$ cat src/rtl/shift_add_mult_4bit.sv
// shift_add_mult_4bit: sequential shift-and-add unsigned multiplier.
// Each CALC cycle handles one multiplier bit through a WIDTH-bit ripple-carry adder.
// The result is available as a 2*WIDTH-bit registered product.
// Optional feature: define MULT_EARLY_TERM_EN to enable early termination.
// With it, CALC ends as soon as the multiplier bits still to be processed are all zero.
module shift_add_mult_4bit #(
    parameter int WIDTH = 4
) (
    input  logic                 clk,
    input  logic                 rst_n,
    input  logic                 start,
    input  logic [WIDTH-1:0]     A,
    input  logic [WIDTH-1:0]     B,
    output logic [2*WIDTH-1:0]   product,
    output logic                 busy,
    output logic                 done
);

    typedef enum logic [1:0] {IDLE, CALC, DONE} state_t;

    localparam int               CW   = $clog2(WIDTH) + 1;
    localparam logic [CW-1:0]    LAST = CW'(WIDTH - 1);

    state_t             state, state_nxt;
    logic [WIDTH-1:0]   mcand, p_hi, p_lo;
    logic [CW-1:0]      count;

    logic [WIDTH-1:0]   addend, sum;
    logic [WIDTH:0]     cy;
    logic [2*WIDTH-1:0] step_val, next_val;
    logic               last_step;

    // Ripple-carry adder: P_hi plus the multiplicand when the current multiplier bit is set.
    always_comb begin
        // NOTE: every always_comb output gets a default first, so no path can infer a latch.
        addend = p_lo[0] ? mcand : '0;
        cy     = '0;
        sum    = '0;
        for (int i = 0; i < WIDTH; i++) begin
            sum[i]  = p_hi[i] ^ addend[i] ^ cy[i];
            cy[i+1] = (p_hi[i] & addend[i]) | (cy[i] & (p_hi[i] ^ addend[i]));
        end
        // One step: {carry, sum, P_lo} shifted right by one.
        step_val = {cy[WIDTH], sum, p_lo[WIDTH-1:1]};
    end

`ifdef MULT_EARLY_TERM_EN
    logic [WIDTH-1:0] rem_mask;
    logic [CW-1:0]    rem_steps;
    logic             early;

    // Early exit: with count steps done, P_lo[WIDTH-1-count:0] holds the unprocessed multiplier bits.
    // When those bits are all zero, every remaining step is a plain shift.
    // In that case all the remaining shifts are applied at once.
    always_comb begin
        rem_mask  = {WIDTH{1'b1}} >> count;
        rem_steps = CW'(WIDTH) - count;
        early     = (p_lo & rem_mask) == '0;
        next_val  = early ? ({p_hi, p_lo} >> rem_steps) : step_val;
        last_step = early || (count == LAST);
    end
`else
    // Fixed-length CALC: exactly WIDTH steps.
    always_comb begin
        next_val  = step_val;
        last_step = (count == LAST);
    end
`endif

    // State register.
    always_ff @(posedge clk or negedge rst_n) begin
        if (!rst_n) state <= IDLE;
        else        state <= state_nxt;
    end

    // Next-state decode; start only matters in IDLE.
    always_comb begin
        state_nxt = state;
        case (state)
            IDLE:    if (start) state_nxt = CALC;
            CALC:    if (last_step) state_nxt = DONE;
            DONE:    state_nxt = IDLE;
            default: state_nxt = IDLE;
        endcase
    end

    // Datapath: operand capture, per-step accumulate/shift, and the product register.
    always_ff @(posedge clk or negedge rst_n) begin
        if (!rst_n) begin
            mcand   <= '0;
            p_hi    <= '0;
            p_lo    <= '0;
            count   <= '0;
            product <= '0;
        end else begin
            // NOTE: sequential state uses non-blocking assignments so every register sees pre-edge values.
            case (state)
                IDLE: begin
                    if (start) begin
                        mcand <= A;
                        p_hi  <= '0;
                        p_lo  <= B;
                        count <= '0;
                    end
                end
                CALC: begin
                    {p_hi, p_lo} <= next_val;
                    count        <= count + CW'(1);
                    // The product is written as DONE is entered.
                    // It is therefore already valid during the cycle done is high.
                    if (last_step) product <= next_val;
                end
                default: ;
            endcase
        end
    end

    // Status outputs decode directly from the state register.
    always_comb begin
        busy = (state == CALC);
        done = (state == DONE);
    end

endmodule

$ cat config.mk
export PLATFORM = sky130hd
export DESIGN_NAME = shift_add_mult_4bit
export DESIGN_NICKNAME = d
export VERILOG_FILES = /design/src/rtl/shift_add_mult_4bit.sv
export SDC_FILE = /design/constraint.sdc
export NUM_CORES = 1
export LEC_CHECK = 0
export BUFFER_PORTS_ARGS = -buffer_cell sky130_fd_sc_hd__buf_2
export CAP_MARGIN = 40
export CORE_MARGIN = 2
export CORE_UTILIZATION = 40
export CTS_CLUSTER_SIZE = 25
export DETAILED_ROUTE_END_ITERATION = 12
export GPL_ROUTABILITY_DRIVEN = 0
export PLACE_DENSITY = 0.74
export SLEW_MARGIN = 20
export SYNTH_ARGS = -nofsm -noshare
export SYNTH_HDL_FRONTEND = slang
export SYNTH_SLANG_ARGS = --single-unit
$ cat constraint.sdc
create_clock -name clk -period 1.9 [get_ports clk]
set_input_delay 0 -clock clk [delete_from_list [all_inputs] [get_ports clk]]
set_output_delay 0 -clock clk [all_outputs]
set_load 0.005 [all_outputs]
# After elaboration in Yosys (flattened, before gate mapping)

Index checks and enable logic that the tools add are counted.

Register bits: 25
Input bits: 11

Add/sub/neg operators: 1
Equal/unequal tests: 5
Muxes and demuxes: 10
Bitwise gates (word level): 17
Reduce and logical (&&, ||, !) cells: 6

Operators by type and width:

| operator                                                               | number |
|---|---|
| 4-bit one-hot mux with 2 select lines                                  | 2 |
| 4-bit 2-to-1 mux                                                       | 3 |
| 2-bit AND reduction                                                    | 4 |
| 1-bit AND                                                              | 7 |
| 1-bit bitwise XOR                                                      | 7 |
| 3-bit one-hot mux with 2 select lines                                  | 1 |
| 2-bit 2-to-1 mux                                                       | 2 |
| 2-bit one-hot mux with 2 select lines                                  | 1 |
| 3-bit by 1-bit adder with 3-bit output (second input constant)         | 1 |
| 3-bit by 2-bit equality test with 1-bit output (second input constant) | 1 |
| 3-bit 2-to-1 mux                                                       | 1 |
| 1-bit bitwise OR                                                       | 3 |
| 2-bit by 1-bit equality test with 1-bit output (second input constant) | 1 |
| 2-bit equality test (second input constant)                            | 1 |
| 2-bit zero test                                                        | 1 |
| 2-bit by 1-bit != test with 1-bit output (second input constant)       | 1 |
| 2-bit != test (second input constant)                                  | 1 |
| 2-bit nonzero test                                                     | 1 |

# Longest topological paths before layout

Depth in word-level cells: 9
Mapped depth: 7
Gate-level depth less buffers: 7

# Least setup slack after synthesis

Ideal clock, no wire load.

Path kind: reg-to-reg
Start point: register p_lo[0]
End point: register p_hi[2]
Setup time: 0.126 ns
Arrival: 1.964 ns
Path slack: -0.190 ns
Cell stages (with the launch flop): 8
Cells stage by stage: dfrtp_1 and2_1 ha_1 inv_1 fa_1 fa_1 fa_1 o21ai_0

Cells in the longest elaborated chain, start to end: 8

Ends and longest elaborated chain:

| what                                                  | line | source |
|---|---|---|
| start: declaration                                    | 25   | `logic [WIDTH-1:0] mcand, p_hi, p_lo;` |
| start signal: assignment                              | 107  | `{p_hi, p_lo} <= next_val;` |
| 4-bit 2-to-1 mux (*)                                  | 36   | `addend = p_lo[0] ? mcand : '0;` |
| 1-bit AND / 1-bit bitwise XOR (equally long branches) | 41   | `cy[i+1] = (p_hi[i] & addend[i]) \| (cy[i] & (p_hi[i] ^ addend[i]));` |
| 1-bit AND                                             | 41   |  |
| 1-bit bitwise OR                                      | 41   |  |
| 1-bit AND                                             | 41   |  |
| 1-bit bitwise OR                                      | 41   |  |
| 1-bit bitwise XOR (*)                                 | 40   | `sum[i] = p_hi[i] ^ addend[i] ^ cy[i];` |
| 4-bit one-hot mux with 2 select lines (*)             | 97   | `case (state)` |
| end signal: assignment                                | 107  |  |
| end: declaration                                      | 25   |  |

Mark *: on every way between the ends. The rest lies on a longest branch, timed or not.
A chain may end at the register's enable or synchronous reset.

# Worst setup path in the final report

Start point: register mcand[0]
End point: register p_hi[2]

Cells in the longest elaborated chain, start to end: 8

Ends and longest elaborated chain:

| what                                  | line | source |
|---|---|---|
| start: declaration                    | 25   |  |
| start signal: assignment              | 90   | `mcand <= '0;` |
| start signal: assignment              | 100  | `mcand <= A;` |
| 4-bit 2-to-1 mux                      | 36   |  |
| 1-bit AND (2 in a row)                | 41   |  |
| 1-bit bitwise OR                      | 41   |  |
| 1-bit AND                             | 41   |  |
| 1-bit bitwise OR                      | 41   |  |
| 1-bit bitwise XOR                     | 40   |  |
| 4-bit one-hot mux with 2 select lines | 97   |  |

No other way between the ends.

==> run metrics <==
status=finished with violations; violated checks=negative setup slack; TritonCTS buffer count=3; post-route ant nets=0; CP Launch Type=flop; ys flop type=dfrtp_1; Root Driver=clkbuf_4; synth warn=0; Core Area=2710 µm²; final core occ=50.92%; CP max FO=2; CTS tree=done; CP Class=flop to flop; Iter 0 DRT Violations=2; final setup margin=-0.1384 ns; Final Hold Vio Count=0; vias per cell=5.044; most frequent CP cell=fa_2; vias in the first global route=813; synthesized net count=115; Skew-Pair Late Insertion Delay=0.32 ns; Hold Path Class=primary input to flop; # setup viols final=4; asr flop ratio synth=100.0%; synth unique cells=21; Placement Setup Slack=-0.1486 ns; Slew HR=64.68%; Synth Register Bits=25; # H-tree levels=1; Final #Nets=146; CP Cell Sequence=and2_4, ha_4, inv_2, fa_2, fa_2, fa_1, o21ai_1; Post-Synthesis Cell Area=1127 µm²; Yosys top cell area share=55.49%; largest stage delay on the critical path=0.51 ns; area grow syn2layout=22.42%; share of cells above drive strength 1=32.03%; overall power=2.131 mW; Ant. Diodes=0; drt first pass iters=4; setup TNS=-0.2754 ns; CP required=2.11 ns; dpl hpwl=1.521 mm; Initial Utilization=41.60%; Critical Path Sink Type=flop; IO buf count=20; measured slew at the worst slew-check pin=0.5298 ns; initial antenna violation count=0; Via Count=802; Max clock buf depth=2; Slowest-stage cell, CP=fa_1; die height=57.09 µm; part of the cycle the worst path needs=107.3%; VDD IR max=0.8380 mV; routed wire length=2.045 mm; largest net degree at the start of global routing=26; top post-synthesis cells by area=dfrtp_1 (55%), mux2_2 (8.0%), fa_1 (5.3%); max-cap violations=0; clock-pin slew on the worst setup and hold paths=0.13 ns; Pleak=0.6553 nW; fill count=253; Pwr Density=1544 nW/µm²; most common cell after layout, fill and taps aside=dfrtp_1; Cells after Synth=98; Slew Limit Fails=0; Avg Cell Area, Syn=11.50 µm²; top cell family by delay on the critical path=adder cells; Rows=19; DR WL/cell=12.86 µm; achievable frequency=0.4906 GHz; global-route wire length before repair=3.456 mm; top-level I/O count=21; gr ovfl total=0; WP data arrival=2.25 ns; Total GRT Usage=13.70%; Die W=57.09 µm; min Tclk post-route=2.038 ns; Crit path buffers/inverters=1; leading area contributor after synthesis=dfrtp_1; CTS sink count=25; Post-synth EDFFs=0; Clock Skew=0.003094 ns; DIE AREA=3259 µm²; leading cell types in the layout, fill and taps excluded=dfrtp_1 (25), buf_2 (20), nand2_1 (13); sequential cell area fraction in the yosys report=55.49%; RSZ-0062 raised after global routing=true; postcts setup bufs=0; Post-route DRC=0
-- logic make-up after synthesis --
group,share of synthesized area [%]
AO/OA/AOI/OAI,12.21
AND/OR/NAND/NOR,10.43
multiplexers,7.991
adder cells (fa/ha/maj),8.658
flip-flops,55.49
buffers and inverters,5.217
-- cell usage after synthesis (2+ instances only) --
master / instances
inv_1: 10
o21ai_0: 10
mux2_2: 8
nand2_1: 13
fa_1: 3
a21oi_1: 5
ha_1: 3
nand2b_1: 2
nor2_1: 2
o22ai_1: 6
dfrtp_1: 25
buf_2: 2
-- power by group --
part / leakage (nW) / total (mW) / internal, mW / switching [mW]
combinational: 0.333 / 0.935 / 0.469 / 0.465
clock: 0.0177 / 0.236 / 0.0790 / 0.157
sequential: 0.305 / 0.960 / 0.781 / 0.179
total: 0.655 / 2.13 / 1.33 / 0.802
-- layout make-up --
type                       count  area [µm²]  share of cell area (%)
tap                           31       38.79                   2.811
timing repair buffer          29       187.7                   13.60
clock buffer                   3       22.52                   1.632
clock inverter                 1       5.005                  0.3626
multi-input combinational     60       462.9                   33.54
inverter                      10       37.54                   2.720
sequential                    25       625.6                   45.33
-- sequential cells by signal, indices dropped and copies added, names as in the netlist --
signal,flops
p_lo,4
mcand,4
state,2
p_hi,4
product,8
count,3
-- final timing paths --
kind                       slack, ns  cells past startpoint        from    endpoint
min in group asynchronous       0.17                      2       rst_n  product[7]
setup reg to reg               -0.14                      7    mcand[0]     p_hi[2]
hold / removal                  0.04                      3       start    state[0]
hold reg to reg                 0.49                      2  product[5]  product[5]
max in group asynchronous       1.37                      2       rst_n    state[0]
setup / recovery               -0.14                      7    mcand[0]     p_hi[2]
-- worst min-delay path: cells and delay by family --
kind            cells  cell delay (ns)
compound gates      1             0.08
simple gates        1             0.09
buf+inv             1             0.15
-- layer usage --
layer | up-vias | part of all wire, % | wire length (µm) | GRT usage [%]
met2 | 17 | 50 | 1021 | 23.32
met3 | 5 | 3.8 | 78 | 2.494
met5 | - | 0 | 0 | 0
met1 | 392 | 44 | 894 | 17.12
li1 | 388 | - | - | -
met4 | 0 | 2.5 | 51 | 5.980
-- what timing repair did --
item / CTS / global route
setup endpoints to repair: 4 / 4
hold buffers: 8 / 0
resized for setup: 1 / 5
pin swaps: 0 / 2
gates cloned: 0 / 0
endpoints found under the hold margin: 32 / 0
-- through the flow --
step / std cells / cell area, µm² / hold WS [ns]
finish: 159 / 1380 / 0.03540
global route: 159 / 1380 / 0.06164
CTS: 159 / 1365 / 0.01530
detailed placement: 147 / 1257 / 0.01551
global placement: 147 / 1257 / 0.004673
floorplan: 98 / 1132 / -0.2956
Note: power is estimated with default switching activity, not from simulation.
